**src/rtl/xor_reduce_pkg.sv**
```systemverilog
// Shared defaults, per-stage width helper and pipeline sideband type for xor_reduce_pipe.
// XOR_REDUCE_CHECK_EN adds the expected-parity bit to the sideband.
package xor_reduce_pkg;

  localparam int DEF_WIDTH  = 11;
  localparam int DEF_LEAF   = 4;
  localparam int DEF_STAGES = 2;
  localparam int DEF_CNTW   = 16;

  typedef struct packed {
    logic first;
    logic last;
`ifdef XOR_REDUCE_CHECK_EN
    logic exp;
`endif
  } side_t;

  // Registered partial-XOR count after stage s (1-based); the last stage is always 1 bit.
  function automatic int stage_out_w(input int width, input int leaf, input int stages, input int s);
    int w;
    w = width;
    if (s >= stages) return 1;
    for (int k = 0; k < s; k++) w = (w + leaf - 1) / leaf;
    return (w < 1) ? 1 : w;
  endfunction

endpackage

```
**src/rtl/xor_reduce_stage.sv**
```systemverilog
// One registered LEAF-ary XOR reduction level with valid, sideband and global enable.
module xor_reduce_stage
  import xor_reduce_pkg::*;
#(
  parameter int WIDTH = DEF_WIDTH,
  parameter int OUT_W = 1,
  parameter int LEAF  = DEF_LEAF,
  parameter bit INV   = 1'b0
) (
  input  logic             clk,
  input  logic             rst,
  input  logic             en,
  input  logic             in_vld,
  input  logic [WIDTH-1:0] in_data,
  input  side_t            in_side,
  output logic             out_vld,
  output logic [OUT_W-1:0] out_data,
  output side_t            out_side
);

  localparam int GRP = (OUT_W == 1) ? WIDTH : LEAF;

  logic             vld_q, vld_d;
  logic [OUT_W-1:0] data_q, data_d, red;
  side_t            side_q, side_d;
  int               j;

  // Bits past the live width are zero padding; folding them into the top group keeps indices in range.
  always_comb begin
    red = '0;
    j   = 0;
    for (int i = 0; i < WIDTH; i++) begin
      j      = ((i / GRP) < OUT_W) ? (i / GRP) : (OUT_W - 1);
      red[j] = red[j] ^ in_data[i];
    end
    red[0] = red[0] ^ INV;
  end

  always_comb begin
    vld_d  = vld_q;
    data_d = data_q;
    side_d = side_q;
    if (en) begin
      vld_d  = in_vld;
      data_d = red;
      side_d = in_side;
    end
  end

  always_ff @(posedge clk) begin
    if (rst) begin
      vld_q  <= 1'b0;
      data_q <= '0;
      side_q <= '0;
    end else begin
      vld_q  <= vld_d;
      data_q <= data_d;
      side_q <= side_d;
    end
  end

  assign out_vld  = vld_q;
  assign out_data = data_q;
  assign out_side = side_q;

endmodule

```
**src/rtl/xor_reduce_pipe.sv**
```systemverilog
// Pipelined XOR/XNOR word reduction with frame parity accumulator and word counter.
// Define XOR_REDUCE_CHECK_EN to add the EXP/ERR/ERR_STICKY frame-parity checker.
module xor_reduce_pipe
  import xor_reduce_pkg::*;
#(
  parameter int WIDTH  = DEF_WIDTH,
  parameter int LEAF   = DEF_LEAF,
  parameter int STAGES = DEF_STAGES,
  parameter int INVERT = 0,
  parameter int CNTW   = DEF_CNTW
) (
  input  logic             CLK,
  input  logic             RST,
  input  logic             D_VALID,
  output logic             D_READY,
  input  logic [WIDTH-1:0] D,
  input  logic             D_FIRST,
  input  logic             D_LAST,
  output logic             Z_VALID,
  input  logic             Z_READY,
  output logic             Z,
  output logic             Z_LAST,
  output logic             ACC,
  output logic [CNTW-1:0]  WORDS
`ifdef XOR_REDUCE_CHECK_EN
  ,
  input  logic             EXP,
  output logic             ERR,
  output logic             ERR_STICKY
`endif
);

  logic                          en;
  logic [STAGES:0]               vld_pipe;
  logic [STAGES:0][WIDTH-1:0]    dat_pipe;
  side_t [STAGES:0]              side_pipe;

  assign en      = !Z_VALID | Z_READY;
  assign D_READY = en;

  assign vld_pipe[0]        = D_VALID;
  assign dat_pipe[0]        = D;
  assign side_pipe[0].first = D_FIRST;
  assign side_pipe[0].last  = D_LAST;
`ifdef XOR_REDUCE_CHECK_EN
  assign side_pipe[0].exp   = EXP;
`endif

  for (genvar s = 0; s < STAGES; s++) begin : g_stage
    localparam int OW = stage_out_w(WIDTH, LEAF, STAGES, s + 1);
    logic [OW-1:0] dout;

    xor_reduce_stage #(
      .WIDTH (WIDTH),
      .OUT_W (OW),
      .LEAF  (LEAF),
      .INV   ((s == STAGES - 1) && (INVERT != 0))
    ) u_stage (
      .clk      (CLK),
      .rst      (RST),
      .en       (en),
      .in_vld   (vld_pipe[s]),
      .in_data  (dat_pipe[s]),
      .in_side  (side_pipe[s]),
      .out_vld  (vld_pipe[s+1]),
      .out_data (dout),
      .out_side (side_pipe[s+1])
    );

    assign dat_pipe[s+1] = WIDTH'(dout);
  end

  // Last stage holds a single bit; the rest of its lane is zero.
  assign Z_VALID = vld_pipe[STAGES];
  assign Z       = ^dat_pipe[STAGES];
  assign Z_LAST  = side_pipe[STAGES].last;

  logic            open_q, open_d;
  logic            acc_q, acc_d;
  logic [CNTW-1:0] words_q, words_d;
  logic            restart, acc_now, hs;
  logic [CNTW-1:0] words_base, words_now;

  // Frame totals include the word currently presented, so they stay stable across a stall.
  always_comb begin
    hs         = Z_VALID & Z_READY;
    restart    = side_pipe[STAGES].first | !open_q;
    acc_now    = (restart ? 1'b0 : acc_q) ^ Z;
    words_base = restart ? '0 : words_q;
    words_now  = (&words_base) ? words_base : words_base + CNTW'(1);
    open_d     = open_q;
    acc_d      = acc_q;
    words_d    = words_q;
    if (hs) begin
      open_d  = !Z_LAST;
      acc_d   = acc_now;
      words_d = words_now;
    end
  end

  always_ff @(posedge CLK) begin
    if (RST) begin
      open_q  <= 1'b0;
      acc_q   <= 1'b0;
      words_q <= '0;
    end else begin
      open_q  <= open_d;
      acc_q   <= acc_d;
      words_q <= words_d;
    end
  end

  assign ACC   = Z_VALID & acc_now;
  assign WORDS = Z_VALID ? words_now : '0;

`ifdef XOR_REDUCE_CHECK_EN
  logic err, sticky_q, sticky_d;

  always_comb begin
    err      = hs & Z_LAST & (acc_now != side_pipe[STAGES].exp);
    sticky_d = sticky_q | err;
  end

  always_ff @(posedge CLK) begin
    if (RST) sticky_q <= 1'b0;
    else     sticky_q <= sticky_d;
  end

  assign ERR        = err;
  assign ERR_STICKY = sticky_q;
`endif

endmodule

```
**config.mk**
```make
export PLATFORM = sky130hd
export DESIGN_NAME = xor_reduce_pipe
export DESIGN_NICKNAME = d
export VERILOG_FILES = /design/src/rtl/xor_reduce_pkg.sv /design/src/rtl/xor_reduce_stage.sv /design/src/rtl/xor_reduce_pipe.sv
export SDC_FILE = /design/constraint.sdc
export NUM_CORES = 1
export LEC_CHECK = 0
export BUFFER_PORTS_ARGS = -buffer_cell sky130_fd_sc_hd__clkbuf_2
export CAP_MARGIN = 20
export CORE_ASPECT_RATIO = 1.5
export CORE_MARGIN = 3
export CORE_UTILIZATION = 25
export DETAILED_ROUTE_END_ITERATION = 6
export SLEW_MARGIN = 20
export SYNTH_ARGS = -nofsm -noshare
export SYNTH_HDL_FRONTEND = slang
export SYNTH_SLANG_ARGS = --single-unit
```
**constraint.sdc**
```tcl
create_clock -name CLK -period 2.2 [get_ports CLK]
set_input_delay 0.11 -clock CLK [delete_from_list [all_inputs] [get_ports CLK]]
set_output_delay 0.11 -clock CLK [all_outputs]
set_load 0.03 [all_outputs]
```
-- After elaboration in Yosys (flattened, before gate mapping)
Cells that the tools add are included.
- $add $sub $neg: 1
- multipliers: 0
- div/mod/pow operators: 0
- magnitude comparators: 0
- eq/ne operators: 0
- shift operators: 0
- mux-type cells: 4
- bitwise logic cells: 15
- reductions and logical operators: 5
- operators by type and width (kind ; number):
    two-way mux 16 bit ; 3
    adder 16 x 1 -> 16 bit, second input constant ; 1
    AND reduction 16 bit ; 1
    parity 11 bit ; 1
    bitwise XOR 1 bit ; 11
    zero test 1 bit ; 3
    bitwise AND 1 bit ; 2
    bitwise OR 1 bit ; 2
    two-way mux 1 bit ; 1
- register bits after elaboration: 28
- bits in latches: 0
- memory bits (writable): 0
- bits in read-only memories: 0
- bits of input ports: 17
- output and inout bits: 21
- logic and storage cells: 36
- memories kept: 0

-- Logic depth before layout (Yosys ltp)
Gate-level depths: netlist (run 1).
- depth after elaboration: 6
- mapped depth: 6

-- Hierarchy
From an unflattened synthesis (run 1), not the netlist that was laid out.
- cell total of the unflattened synthesis: 248
- area total of the unflattened synthesis: 1954.4 um2
- modules (own cells, without submodules) (module ; times used ; cells each ; area an instance (um2)):
    xor_reduce_pipe ; 1 ; 198 ; 1443.9
    xor_reduce_stage at g_stage[0].u_stage ; 1 ; 28 ; 277.8
    xor_reduce_stage at g_stage[1].u_stage ; 1 ; 22 ; 232.7

-- Worst setup path after synthesis (run 1)
Ideal clock, no wire load.
- path type: reg-to-output
- start: register words_q[6]
- end: output WORDS[11]
- data arrival time: 2.271 ns
- data required time: 2.090 ns
- setup slack: -0.181 ns
- stages on the path, launching flop included: 7
- path buffers: 2
- path through: dfxtp_1 -> clkbuf_1 -> nand4_1 -> or3_1 -> clkbuf_1 -> or3_1 -> a211oi_1
- word-level cells in the longest chain between the ends: 4
- elaborated cells on any way between the ends: 5
- RTL lines (what ; RTL line ; source):
    start: declaration ; xor_reduce_pipe.sv:80 ; logic [CNTW-1:0] words_q, words_d;
    start signal: assignment ; xor_reduce_pipe.sv:109 ; words_q <= words_d;
    two-way mux 16 bit * ; xor_reduce_pipe.sv:89 ; words_base = restart ? '0 : words_q;
    adder 16 x 1 -> 16 bit / AND reduction 16 bit (equally long branches) ; xor_reduce_pipe.sv:90 ; words_now = (&words_base) ? words_base : words_base + CNTW'(1);
    two-way mux 16 bit * ; xor_reduce_pipe.sv:90 ;
    two-way mux 16 bit * ; xor_reduce_pipe.sv:114 ; assign WORDS = Z_VALID ? words_now : '0;
    end: declaration ; xor_reduce_pipe.sv:24 ; output logic [CNTW-1:0] WORDS
Every way passes the cells marked *; elsewhere a longest branch is shown, timed or not.

-- Final worst setup path (run 1)
- start: register words_q[7]
- end: output WORDS[4]
- word-level cells in the longest chain between the ends: 4
- RTL lines (what ; RTL line):
    two-way mux 16 bit ; xor_reduce_pipe.sv:89
    AND reduction 16 bit ; xor_reduce_pipe.sv:90
    two-way mux 16 bit ; xor_reduce_pipe.sv:90
    two-way mux 16 bit ; xor_reduce_pipe.sv:114
No other way between the ends.

==> results of run 1 <==
[report_power, final]
part / switching (mW) / internal (mW)
logic: 0.0908 / 0.0652
clock network: 0.170 / 0.161
registers: 0.0168 / 0.526
total: 0.278 / 0.752
[layout by cell type, fill, tap and decap left out, drive strengths merged]
cell	count
inv	5
xor2	1
a32oi	1
a22oi	2
and3	1
nor4	6
dfxtp	28
nand2b	2
o21a	2
o211ai	7
o221a	1
mux2i	3
or4	8
nor2b	2
nand3	13
a32o	2
a31oi	6
nand2	29
and2	2
o31ai	1
or3	7
a211oi	7
a21boi	2
o311ai	1
o221ai	1
nor2	18
o41ai	2
a21oi	22
buf	41
clkbuf	33
o21ai	9
xnor2	10
a21o	1
nor3	6
nand4	5
a211o	3
a41oi	1
o31a	1
[cell families after synthesis]
logic type	synth area share, %
mux	1.71
buf+inv	4.90
flops	31.8
xor+xnor	5.47
compound gates	27.5
simple gates	28.6
[final cells by class]
type | count | area (um^2)
Timing Repair Buffer | 70 | 470
Tap cell | 76 | 95.1
Inverter | 5 | 18.8
Clock buffer | 4 | 55.1
Multi-Input combinational cell | 185 | 1230
Sequential cell | 28 | 574
Fill cell | 708 | 4220
[worst min path at each step]
stage          startpoint  slack (ns)  cells past startpoint                                          end
6_report          D_VALID        0.04                      3      g_stage[0].u_stage.out_vld$_SDFFE_PP0P_
4_1_cts            D_LAST        0.03                      3  g_stage[0].u_stage.out_side[0]$_SDFFE_PP0P_
5_1_grt           D_VALID        0.06                      3      g_stage[0].u_stage.out_vld$_SDFFE_PP0P_
3_3_place_gp      D_FIRST        0.34                      3  g_stage[0].u_stage.out_side[1]$_SDFFE_PP0P_
2_1_floorplan      D_LAST        0.25                      2  g_stage[0].u_stage.out_side[0]$_SDFFE_PP0P_
3_5_place_dp       D_LAST        0.35                      3  g_stage[0].u_stage.out_side[0]$_SDFFE_PP0P_
[tightest hold or removal path, stage by stage]
cell and delay (ns):
clkbuf_2 0.08, nand2_1 0.05, a21oi_1 0.05
[per-stage QoR]
step	std cells	setup TNS (ns)	cell area [um^2]
final	368	0	2440
after global routing	368	-0.160	2440
after CTS	365	-0.0253	2350
after detailed placement	355	0	2180
after global placement	355	0	2180
after floorplan	235	0	1780
[sequential cells by signal, summed over array words and instances (netlist names)]
register / cells
g_stage.u_stage.out_data: 4
words_q: 16
open_q: 1
g_stage.u_stage.out_vld: 2
g_stage.u_stage.out_side: 4
acc_q: 1
[per-layer routing]
layer,up-vias,GRT usage (%)
li1,987,-
met1,892,15.4
met2,47,22.3
met3,6,2.58
met4,0,4.96
met5,-,0
[repair_timing]
action	4_1_cts	5_1_grt
hold endpoints to repair	0	0
buffers inserted	6	2
gates cloned	0	1
gates resized for setup	22	34
setup endpoints to repair	11	17
pin swaps	7	8
[cells in the mapped netlist, types with 3 or more instances]
cell and number:
xnor2_1 10, nand4_1 4, nor2_1 18, a211oi_1 7, nor3_1 6, nand2_1 29
o211ai_1 7, o21ai_0 9, clkbuf_1 16, mux2i_1 3, nor4_1 5, or3_1 7
or4_1 8, nand3_1 13, dfxtp_1 28, inv_1 5, a21oi_1 22, a211o_1 3
a31oi_1 6
==> metrics.yaml, run 1 <==
sta:
  fmax_ghz: 0.455
  rsz0062_at_grt: "yes"
  fin_crit_sh_pct: 99.8
  slew_headroom_pct: 62.0
  min_period_ns: 2.20
  hold_violations: 0
  finClkSkew_ns: 0.00739
  setup_viol: 0
  whs_ns: 0.0416
  slew_violations: 0
  max_slew.worst_pin.slew_ns: 0.569
  timing.final.ws_setup_ns: 0.00434
clock_tree:
  cts_tree: "built"
  clockBufferDepth: 2
  h-tree-depth: 1
  cts_buffers: 3
  cts_sinks: 28
  clk_pin_slew_ns: 0.10
  hold_buffers: 0
  clkLatencyLatePin_ns: 0.29
  cts_root_buf: "clkbuf_8"
worst_setup_path:
  path_class: "reg2out"
  cp_max_fo: 4
  ff2ff_setup_slack_ns: 0.32
  cp.required_ns: 2.09
  worstRegToRegCells: 5
  crit_slowest_cell: "or4_4"
  regToRegStartpoint: "words_q[7]$_SDFFE_PP0P_"
  endpoint_kind: "output port"
  cp-startpoint: "words_q[7]$_SDFFE_PP0P_"
  timing.rr.end: "words_q[8]$_SDFFE_PP0P_"
  crit_cells: 6
  cp_top_family: "simple AND/OR/NAND/NOR gates"
  slowest_delay_ns: 0.51
  path_buf_inv: 2
  start_kind: "flip-flop"
  cp.arrival_ns: 2.09
  crit_end: "WORDS[4]"
  crit_chain: "nand4_1 -> buf_4 -> or4_4 -> o21a_1 -> a211oi_2 -> clkbuf_8"
synth:
  ys_seq_area_share_pct: 31.8
  synth_top_area_share_pct: 31.8
  syn_avg_cell_area_um2: 7.49
  yosys.area.top_type: "dfxtp_1"
  synth_flop_cell: "dfxtp_1"
  synth.cell_area_um2: 1760
  synthTopCellsByArea: "dfxtp_1, a21oi_1, nand2_1"
  synth_cell_types: 41
  synth-async-reset-ratio_pct: 0
  synth_enable_flop_cells: 0
  syn_nets: 252
  synthCells: 235
  ys.warnings.count: 0
  synth-seq-cells: 28
route:
  vias: 1932
  drtIter0Drc: 107
  drt-total-wl_mm: 5.16
  wl_per_cell_um: 14.0
  drc: 0
  met2_length_mm: 2.54
  dr.pass1.iters: 4
  highest_layer: "met4"
  drt-met1-wl_mm: 2.27
  vias_per_cell: 5.25
  wl_met3_um: 260
  antenna_left: 0
final_layout:
  syn_to_final_growth_pct: 38.9
  nNetsFinal: 310
  drive_above_1_share_pct: 38.0
  antenna_cells: 0
  fin_util_pct: 36.7
global_route:
  grt_antenna_before_repair: 0
  grt_usage_pct: 12.9
  grt_max_degree: 20
  grt_remaining_overflow: 0
  grt_pass1_vias: 1826
  grt_first_pass_wirelength_mm: 8.24
floorplanning:
  initial_core_util_pct: 26.4
  die_x_um: 74.5
  pin_count: 38
  core_area_um2: 6670
  rows: 36
  dieArea_um2: 8110
  die_y_um: 109
place:
  pre_cts_slack_ns: 0.0588
  dp.final_hpwl_mm: 3.73
  globalplace.congestion: 0.831
  port_buffers: 37
run:
  max-cap-violations: 0
worst_hold_path:
  hold_path_class: "in2reg"
power_and_ir_drop:
  power_density_nw_per_um2: 421
  total_power_mw: 1.03
  peakVddDrop_mv: 0.259
  leakage_nw: 0.853
run_status:
  status: "finished clean"
(Power assumes the default switching activity.)
==> run 2, diff against run 1 <==
--- a/config.mk
+++ b/config.mk
@@ -11,6 +11,7 @@
 export CORE_MARGIN = 3
 export CORE_UTILIZATION = 25
 export DETAILED_ROUTE_END_ITERATION = 6
+export RECOVER_POWER = 50
 export SLEW_MARGIN = 20
 export SYNTH_ARGS = -nofsm -noshare
 export SYNTH_HDL_FRONTEND = slang
==> metrics.yaml, run 2 (synthesized netlist as in run 1, its figures left out) <==
sta:
  hold_violations: 0  # unchanged
  slew_violations: 0  # unchanged
  rsz0062_at_grt: "yes"
  min_period_ns: 2.19  # -0.00266 ns
  fin_crit_sh_pct: 99.7  # -0.12 points
  whs_ns: 0.0424  # +0.000798 ns
  max_slew.worst_pin.slew_ns: 0.874  # +0.305 ns
  fmax_ghz: 0.456  # +0.12%
  finClkSkew_ns: 0.00644  # -0.000949 ns
  setup_viol: 0  # unchanged
  timing.final.ws_setup_ns: 0.00699  # +0.00266 ns
  slew_headroom_pct: 41.7  # -20 points
worst_setup_path:
  crit_slowest_cell: "or4_4"
  ff2ff_setup_slack_ns: 0.33  # about the same
  timing.rr.end: "words_q[8]$_SDFFE_PP0P_"
  path_buf_inv: 2  # unchanged
  regToRegStartpoint: "words_q[7]$_SDFFE_PP0P_"
  slowest_delay_ns: 0.51  # about the same
  worstRegToRegCells: 5  # unchanged
  start_kind: "flip-flop"
  endpoint_kind: "output port"
  cp.required_ns: 2.09  # about the same
  cp.arrival_ns: 2.08  # about the same
  crit_chain: "nand4_1 -> buf_4 -> or4_4 -> o21a_1 -> a211oi_2 -> clkbuf_8"
  cp_top_family: "simple AND/OR/NAND/NOR gates"
  path_class: "reg2out"
  cp_max_fo: 4  # unchanged
final_layout:
  layoutNonFillerInstCount: 368  # unchanged
  final_cell_mix: "buf_4, nand2_1, clkbuf_2, a21oi_1, dfxtp_1"
  final_common_cell: "buf_4"
  fillers: 713  # +0.71%
  largest_reg_flops: 16  # unchanged
  drive_above_1_share_pct: 36.6  # -1.4 points
  nNetsFinal: 310  # unchanged
  syn_to_final_growth_pct: 38.5
  finish.instance_area_um2: 2440  # -0.31%
  antenna_cells: 0  # unchanged
  top_register: "words_q"
clock_tree:
  cts_buffers: 3  # unchanged
  cts_root_buf: "clkbuf_8"
  clockBufferDepth: 2  # unchanged
  clkLatencyLatePin_ns: 0.29  # about the same
  h-tree-depth: 1  # unchanged
  hold_buffers: 0  # unchanged
  clk_pin_slew_ns: 0.10  # about the same
  cts_tree: "built"
  cts_sinks: 28  # unchanged
route:
  drc: 0  # unchanged
  wl_per_cell_um: 14.0  # about the same
  vias_per_cell: 5.27  # +0.31%
  vias: 1938  # +0.31%
  dr.pass1.iters: 4  # unchanged
  drt-total-wl_mm: 5.16  # about the same
  drtIter0Drc: 110  # +2.8%
  antenna_left: 0  # unchanged
place:
  globalplace.congestion: 0.831  # unchanged
  pre_cts_slack_ns: 0.0588  # unchanged
  place_area_um2: 2180  # unchanged
  port_buffers: 37  # unchanged
  dp.final_hpwl_mm: 3.73  # unchanged
  dp.cells: 355  # unchanged
global_route:
  grt_remaining_overflow: 0  # unchanged
  grt_usage_pct: 12.9  # unchanged
  grt_pass1_vias: 1826  # unchanged
  grt_first_pass_wirelength_mm: 8.24  # unchanged
  grt_antenna_before_repair: 0  # unchanged
  grt_max_degree: 20  # unchanged
floorplanning:
  pin_count: 38  # unchanged
  initial_core_util_pct: 26.4  # unchanged
  die_x_um: 74.5  # unchanged
  die_y_um: 109  # unchanged
  dieArea_um2: 8110  # unchanged
  core_area_um2: 6670  # unchanged
  rows: 36  # unchanged
power_and_ir_drop:
  power_density_nw_per_um2: 421  # about the same
  leakage_nw: 0.840  # -1.5%
  total_power_mw: 1.03  # -0.26%
  peakVddDrop_mv: 0.263  # +1.6%
worst_hold_path:
  hold_path_class: "in2reg"
  hold_path_end: "g_stage[0].u_stage.out_side[0]$_SDFFE_PP0P_"
  hold_start: "D_LAST"
  whs_path_depth: 3  # unchanged
run_status:
  status: "finished clean"
run:
  max-cap-violations: 0  # unchanged
## run 2: cell types whose count changed in the layout (fill, tap and decap cells not counted), sizes merged
cell,delta
buf,-1
clkbuf,+1
## run 2: stage by stage
| step | setup TNS (ns) | util [%] |
|---|---|---|
| 3_5_place_dp | 0 | 32.7 |
| 4_1_cts | -0.0253 | 35.2 |
| 2_1_floorplan | 0 | - |
| 6_report | 0 | 36.6 |
| 3_3_place_gp | 0 | 32.7 |
| 5_1_grt | -0.160 | 36.6 |
## run 2: how the worst max path moves through the flow
stage	endpoint	slack, ns	depth (start not counted)	startpoint
final	WORDS[4]	0.007	6	words_q[7]$_SDFFE_PP0P_
after global routing	WORDS[4]	-0.07	6	words_q[7]$_SDFFE_PP0P_
after CTS	WORDS[11]	-0.01	5	words_q[7]$_SDFFE_PP0P_
after detailed placement	WORDS[14]	0.06	5	g_stage[1].u_stage.out_side[1]$_SDFFE_PP0P_
after global placement	WORDS[14]	0.07	5	g_stage[1].u_stage.out_side[1]$_SDFFE_PP0P_
after floorplan	WORDS[10]	0.06	4	words_q[2]$_SDFFE_PP0P_
## run 2: power by group
part / total, mW / internal, mW / switching (mW) / leakage [nW]
registers: 0.543 / 0.526 / 0.0167 / 0.234
clock network: 0.330 / 0.161 / 0.170 / 0.0288
logic: 0.154 / 0.0632 / 0.0906 / 0.577
## run 2: area by class of cell
class / count / area [um^2] / area share, %
sequential: 28 / 574 / 23.6
timing repair buffer: 70 / 463 / 19.0
tap: 76 / 95.1 / 3.90
multi-input combinational: 185 / 1230 / 50.5
inverter: 5 / 18.8 / 0.770
clock buffer: 4 / 55.1 / 2.26
## run 2: worst min-delay path, stage by stage
cell and delay (ns):
clkbuf_2 0.08, nand2_1 0.04, a21oi_1 0.05
## run 2: repair_timing
item | 4_1_cts | 5_1_grt
pin swaps | 7 | 8
resized for setup | 22 | 34
gates cloned | 0 | 1
setup endpoints to repair | 11 | 17
setup buffers | 6 | 2
## run 2: routing by layer
layer | GRT usage [%] | vias up | routed length [um]
li1 | - | 987 | -
met1 | 15.4 | 897 | 2280
met2 | 22.3 | 46 | 2530
met3 | 2.58 | 8 | 255
met4 | 4.96 | 0 | 98
met5 | 0 | - | 0
